### src/rtl/shift_tx_ctrl_if.sv
// Bundle of requester handshakes, shift-register control and serial status
// shared by shift_tx_ctrl (slave side) and whatever drives the requesters.
`timescale 1ns/1ps
interface shift_tx_ctrl_if;
   logic        req0_valid;
   logic [15:0] req0_data;
   logic        req0_ready;
   logic        req1_valid;
   logic [15:0] req1_data;
   logic        req1_ready;
   logic        sr_load;
   logic [15:0] sr_data;
   logic        sr_shift;
   logic        sr_out;
   logic        serial_out;
   logic        bit_valid;
   logic        grant_id;
   logic        busy;
   logic        done;

   modport master (
      output req0_valid, req0_data, req1_valid, req1_data, sr_out,
      input  req0_ready, req1_ready, sr_load, sr_data, sr_shift,
             serial_out, bit_valid, grant_id, busy, done
   );

   modport slave (
      input  req0_valid, req0_data, req1_valid, req1_data, sr_out,
      output req0_ready, req1_ready, sr_load, sr_data, sr_shift,
             serial_out, bit_valid, grant_id, busy, done
   );
endinterface

### src/rtl/shift_tx_ctrl.sv
// Two-requester round-robin front end that frames 16-bit words through an
// external shift register. Define SHIFT_TX_PARITY_EN to append an even-parity bit.
`timescale 1ns/1ps
module shift_tx_ctrl (
   input  logic           clk,
   input  logic           rst_n,
   shift_tx_ctrl_if.slave bus,
   output logic [2:0]     o_dbg_state
);
   // Handshake: a word moves when valid & ready are both high at a rising edge;
   // valid/data must stay stable until then, ready is only raised in IDLE.
   localparam logic [2:0] ST_IDLE  = 3'd0;
   localparam logic [2:0] ST_LOAD  = 3'd1;
   localparam logic [2:0] ST_SHIFT = 3'd2;
`ifdef SHIFT_TX_PARITY_EN
   localparam logic [2:0] ST_PAR   = 3'd3;
`endif
   localparam logic [2:0] ST_DONE  = 3'd4;
   localparam logic [3:0] LAST_BIT = 4'd15;

   logic [2:0]  r_state;
   logic [2:0]  w_state_nxt;
   logic [3:0]  r_bit_cnt;
   logic        r_prio;
   logic        r_grant;
   logic [15:0] r_word;
   logic        w_idle;
   logic        w_rdy0;
   logic        w_rdy1;
   logic        w_hs;
   logic [15:0] w_hs_word;
   logic        w_serial;
   logic        w_bit_valid;

   assign w_idle = (r_state == ST_IDLE);

   // r_prio names the requester that wins a tie; it points away from the last one served.
   always_comb begin
      w_rdy0 = 1'b0;
      w_rdy1 = 1'b0;
      if (rst_n && w_idle) begin
         if (bus.req0_valid && bus.req1_valid) begin
            w_rdy0 = ~r_prio;
            w_rdy1 = r_prio;
         end else begin
            w_rdy0 = bus.req0_valid;
            w_rdy1 = bus.req1_valid;
         end
      end
   end

   assign w_hs      = w_rdy0 | w_rdy1;
   assign w_hs_word = w_rdy1 ? bus.req1_data : bus.req0_data;

   always_comb begin
      w_state_nxt = r_state;
      case (r_state)
         ST_IDLE:  if (w_hs) w_state_nxt = ST_LOAD;
         ST_LOAD:  w_state_nxt = ST_SHIFT;
         ST_SHIFT: begin
            if (r_bit_cnt == LAST_BIT) begin
`ifdef SHIFT_TX_PARITY_EN
               w_state_nxt = ST_PAR;
`else
               w_state_nxt = ST_DONE;
`endif
            end
         end
`ifdef SHIFT_TX_PARITY_EN
         ST_PAR:   w_state_nxt = ST_DONE;
`endif
         ST_DONE:  w_state_nxt = ST_IDLE;
         default:  w_state_nxt = ST_IDLE;
      endcase
   end

   always_ff @(posedge clk) begin
      if (!rst_n) begin
         r_state   <= ST_IDLE;
         r_bit_cnt <= 4'd0;
         r_prio    <= 1'b0;
         r_grant   <= 1'b0;
         r_word    <= 16'h0000;
      end else begin
         r_state <= w_state_nxt;
         if (r_state == ST_SHIFT) begin
            r_bit_cnt <= r_bit_cnt + 4'd1;
         end else begin
            r_bit_cnt <= 4'd0;
         end
         if (w_hs) begin
            r_word  <= w_hs_word;
            r_grant <= w_rdy1;
         end
         if (r_state == ST_DONE) begin
            r_prio <= ~r_grant;
         end
      end
   end

   always_comb begin
      w_serial    = 1'b0;
      w_bit_valid = 1'b0;
      if (r_state == ST_SHIFT) begin
         w_serial    = bus.sr_out;
         w_bit_valid = 1'b1;
      end
`ifdef SHIFT_TX_PARITY_EN
      else if (r_state == ST_PAR) begin
         w_serial    = ^r_word;
         w_bit_valid = 1'b1;
      end
`endif
   end

   assign bus.req0_ready = w_rdy0;
   assign bus.req1_ready = w_rdy1;
   assign bus.sr_load    = (r_state == ST_LOAD);
   assign bus.sr_shift   = (r_state == ST_SHIFT);
   assign bus.sr_data    = r_word;
   assign bus.serial_out = w_serial;
   assign bus.bit_valid  = w_bit_valid;
   assign bus.grant_id   = r_grant;
   assign bus.busy       = ~w_idle;
   assign bus.done       = (r_state == ST_DONE);
   assign o_dbg_state    = r_state;
endmodule

### src/flat_wrapper.sv
// flat-port wrapper written by rule: the top's interface ports become plain ports
module shift_tx_ctrl_flat 
  (clk, rst_n, o_dbg_state, bus_req0_valid, bus_req0_data, bus_req1_valid, bus_req1_data, bus_sr_out, bus_req0_ready, bus_req1_ready, bus_sr_load, bus_sr_data, bus_sr_shift, bus_serial_out, bus_bit_valid, bus_grant_id, bus_busy, bus_done);
  shift_tx_ctrl_if bus_i ();
  input  logic clk;
  input  logic rst_n;
  output logic [2:0] o_dbg_state;
  input wire logic [$bits(bus_i.req0_valid)-1:0] bus_req0_valid;
  input wire logic [$bits(bus_i.req0_data)-1:0] bus_req0_data;
  input wire logic [$bits(bus_i.req1_valid)-1:0] bus_req1_valid;
  input wire logic [$bits(bus_i.req1_data)-1:0] bus_req1_data;
  input wire logic [$bits(bus_i.sr_out)-1:0] bus_sr_out;
  output wire logic [$bits(bus_i.req0_ready)-1:0] bus_req0_ready;
  output wire logic [$bits(bus_i.req1_ready)-1:0] bus_req1_ready;
  output wire logic [$bits(bus_i.sr_load)-1:0] bus_sr_load;
  output wire logic [$bits(bus_i.sr_data)-1:0] bus_sr_data;
  output wire logic [$bits(bus_i.sr_shift)-1:0] bus_sr_shift;
  output wire logic [$bits(bus_i.serial_out)-1:0] bus_serial_out;
  output wire logic [$bits(bus_i.bit_valid)-1:0] bus_bit_valid;
  output wire logic [$bits(bus_i.grant_id)-1:0] bus_grant_id;
  output wire logic [$bits(bus_i.busy)-1:0] bus_busy;
  output wire logic [$bits(bus_i.done)-1:0] bus_done;
  assign bus_i.req0_valid = bus_req0_valid;
  assign bus_i.req0_data = bus_req0_data;
  assign bus_i.req1_valid = bus_req1_valid;
  assign bus_i.req1_data = bus_req1_data;
  assign bus_i.sr_out = bus_sr_out;
  assign bus_req0_ready = bus_i.req0_ready;
  assign bus_req1_ready = bus_i.req1_ready;
  assign bus_sr_load = bus_i.sr_load;
  assign bus_sr_data = bus_i.sr_data;
  assign bus_sr_shift = bus_i.sr_shift;
  assign bus_serial_out = bus_i.serial_out;
  assign bus_bit_valid = bus_i.bit_valid;
  assign bus_grant_id = bus_i.grant_id;
  assign bus_busy = bus_i.busy;
  assign bus_done = bus_i.done;
  shift_tx_ctrl u_core (.clk(clk), .rst_n(rst_n), .bus(bus_i), .o_dbg_state(o_dbg_state));
endmodule
### config.mk
export PLATFORM = sky130hd
export DESIGN_NAME = shift_tx_ctrl_flat
export DESIGN_NICKNAME = d
export VERILOG_FILES = /design/src/rtl/shift_tx_ctrl_if.sv /design/src/rtl/shift_tx_ctrl.sv /design/src/flat_wrapper.sv
export SDC_FILE = /design/constraint.sdc
export NUM_CORES = 1
export LEC_CHECK = 0
export ABC_CLOCK_PERIOD_IN_PS = 2070
export CELL_PAD_IN_SITES_DETAIL_PLACEMENT = 0
export CELL_PAD_IN_SITES_GLOBAL_PLACEMENT = 1
export CORE_ASPECT_RATIO = 1.75
export CORE_MARGIN = 2
export CORE_UTILIZATION = 28
export CTS_CLUSTER_SIZE = 25
export DETAILED_ROUTE_END_ITERATION = 8
export MAX_ROUTING_LAYER = met4
export PLACE_DENSITY = 0.77
export SLEW_MARGIN = 5
export SYNTH_ARGS = -nofsm -noshare
export SYNTH_HDL_FRONTEND = slang
export SYNTH_SLANG_ARGS = --single-unit
### constraint.sdc
create_clock -name clk -period 2.07 [get_ports clk]
set_clock_uncertainty 0.05 [all_clocks]
set_input_delay 0.5175 -clock clk [delete_from_list [all_inputs] [get_ports clk]]
set_output_delay 0.5175 -clock clk [all_outputs]
set_load 0.02 [all_outputs]
==> results <==
area by class of cell:
| class | instances | share of cell area (%) |
|---|---|---|
| Timing Repair Buffer | 83 | 34.5 |
| Multi-Input combinational cell | 109 | 34.6 |
| Tap cell | 52 | 2.96 |
| Clock buffer | 4 | 2.05 |
| Sequential cell | 25 | 22.8 |
| Inverter | 18 | 3.07 |
sequential cells by signal (all words and copies together) (netlist names):
name                 cells
u_core.bus.sr_data      16
u_core.bus.grant_id      1
u_core.r_bit_cnt         4
u_core.o_dbg_state       3
u_core.r_prio            1
power by group:
part	internal, W	leakage (nW)	switching [W]	total [W]
clock network	0.000137	0.0228	0.000152	0.000290
registers	0.000520	0.205	0.0000247	0.000545
logic	0.000246	0.705	0.000223	0.000469
how the worst max path moves through the flow:
stage / slack (ns) / endpoint
final: 0.06 / o_dbg_state[1]
after global routing: 0.007 / o_dbg_state[1]
after CTS: -0.001 / bus_req1_ready
after detailed placement: -0.58 / bus_req1_ready
after global placement: -0.58 / bus_req0_ready
after floorplan: 0.03 / bus_req0_ready
per-layer routing:
metal  up-vias  global-route usage [%]  wire, um
li1        746                       -         -
met1       680                    19.2      1780
met2        33                    28.2      2260
met3         2                    1.34       132
met4         0                    4.83        38
met5         -                       -         0
cell usage in the layout (no fill, tap or decap), types with 2 or more instances in the layout:
master	instances
clkdlybuf4s50_1	54
dfxtp_1	24
nand2_1	18
inv_1	18
buf_4	18
a31oi_1	16
o21bai_1	16
nor3_1	15
o311a_1	10
nor2_1	5
o311a_2	5
clkbuf_8	3
dlygate4sd2_1	3
clkbuf_2	3
and3_1	2
nor3b_1	2
and2_1	2
nor2b_1	2
nand3_1	2
buf_2	2
buf_6	2
what timing repair did:
action / CTS / global route
resized for setup: 23 / 12
pin swaps: 1 / 1
setup buffers: 1 / 0
endpoints found under the setup margin: 24 / 11
cells in the mapped netlist (all sizes together), types with 2 or more instances:
cell type / n / area [um^2]
inv: 18 / 67.6
dfxtp: 25 / 500
nand2: 18 / 67.6
nor2b: 2 / 12.5
nand3: 2 / 10.0
buf: 5 / 33.8
and2: 2 / 12.5
nor3b: 3 / 22.5
o311a: 15 / 156
nor2: 5 / 18.8
and3: 3 / 18.8
clkbuf: 12 / 45.0
nor3: 15 / 75.1
o21bai: 16 / 120
a31oi: 16 / 100
worst max-delay path: cells and delay by family, from the launching register on:
family                 cells  cell delay, ns
buffers and inverters      2            0.73
flip-flops                 1            0.44
through the flow:
| step | utilization (%) | hold WS (ns) | instances |
|---|---|---|---|
| finish | 46.7 | 0.424 | 291 |
| global route | 46.7 | 0.461 | 291 |
| CTS | 46.9 | 0.442 | 291 |
| detailed placement | 45.7 | 0.428 | 286 |
| global placement | 45.7 | 0.388 | 286 |
| floorplan | - | 0.368 | 169 |
cells by family (layout without fill, tap and decap cells):
group	count (synthesis)	after routing	synth area share, %
adders and majority gates	1	1	0.904
DFF	25	25	36.2
buffers and inverters	35	105	10.6
AOI/OAI and AO/OA	51	51	29.7
muxes	1	1	0.723
xor gates and xnor gates	2	2	1.27
and+or+nand+nor	54	54	20.6
==> metrics <==
clk slew on worst S/H paths about 0.090 ns; total vias in the final route roughly 1500; synthesized area per cell 8.19 um^2; final setup fails 0; initial core utilization 29.4%; Final period util a little over nine tenths; hold-fix buffers at CTS 0; CP max-delay cell clkdlybuf4s50_1; Hold Fails Final Rpt 0; Cell Pwr Density ~600 mW/mm^2; Final nets 278; startpoint types register; Worst Reg-to-Reg Cells 5; worst path required time 1.50 ns; Worst setup EP type output pin; DR iter-0 viols 41; FMAX between 400 and 500 MHz; initial antenna violation count 0; drt via density around 5; fin worst setup slack 0.0646 ns; RSZ-0062 raised after global routing false; worst-margin pin slew 0.478 ns; Worst setup startpoint u_core.o_dbg_state[1]$_SDFFE_PN0P_; Max Root-Sink Buffers 2; max incr delay on CP 0.58 ns; FP Rows 33; number of synthesized flops with an enable pin 0; Die Height 97 um; Yosys reg bits 25; CTS tree done; syn_nets 207; Peak supply drop 0.360 mV; Final GP Congestion ~0.7; worst-path maximum fanout 4; dpl ws -0.576 ns; Clock Latency Late Sink roughly 0.26 ns; routed length per instance 14.5 um; First-pass DRT Iterations 4; die area 0.00554 mm^2; share of layout cells above drive strength 1 about 17%; Final Power 0.00130 W; max_cap viols 0; filler instances roughly 500; port bufs 64; relative slew slack 68.0%; antenna-violating nets left 0; multi-input logic area between 700 and 800 um^2; I/O pin count between 60 and 70; min Tclk post-route 2.01 ns; clock sinks 25; Async S/R FF share, synth 0%; hold path cells 1; sequential share of the synthesized area 36.2%; Main synth FF type dfxtp_1; Slew Viols, Final 0; outcome finished clean; CTS buffer count 3; htree depth 1; residual DRC count 0; worst min path class register to register; Register Area 502 um^2; Total GRT Usage 16.1%; Hold Path End u_core.r_bit_cnt[0]$_SDFF_PN0_; Netlist cell types 30; Congestion Overflow GR 0; die width 57.1 um; Synth Cell Area 0.00138 mm^2; reg-to-reg setup timing slack 0.23 ns; worst r2r src u_core.o_dbg_state[1]$_SDFFE_PN0P_; Yosys warnings 0; first-pass GRT wire length 7060 um; Core Region ~0.0047 mm^2; Crit Path Category register to output pin; Arr. time, crit path 1.44 ns; synth-to-layout area growth 59.0%; Fin Setup TNS 0 ns; Critical Path, Cell by Cell buf_4 > clkdlybuf4s50_1; HP Start u_core.r_bit_cnt[0]$_SDFF_PN0_; Routed WL 4220 um; post-route cell area 0.00220 mm^2; root buf cell clkbuf_8; leakage about 0.93 nW; Reg2Reg Capture Point u_core.bus.sr_data[1]$_SDFFE_PN0P_; largest net degree at the start of global routing 23; vias in the first global route 1486; # diodes 0; Post-Synthesis Cells 169; DP HPWL 3010 um; Area after DPL 0.00215 mm^2
No activity file was read; power rests on OpenSTA's default activity.
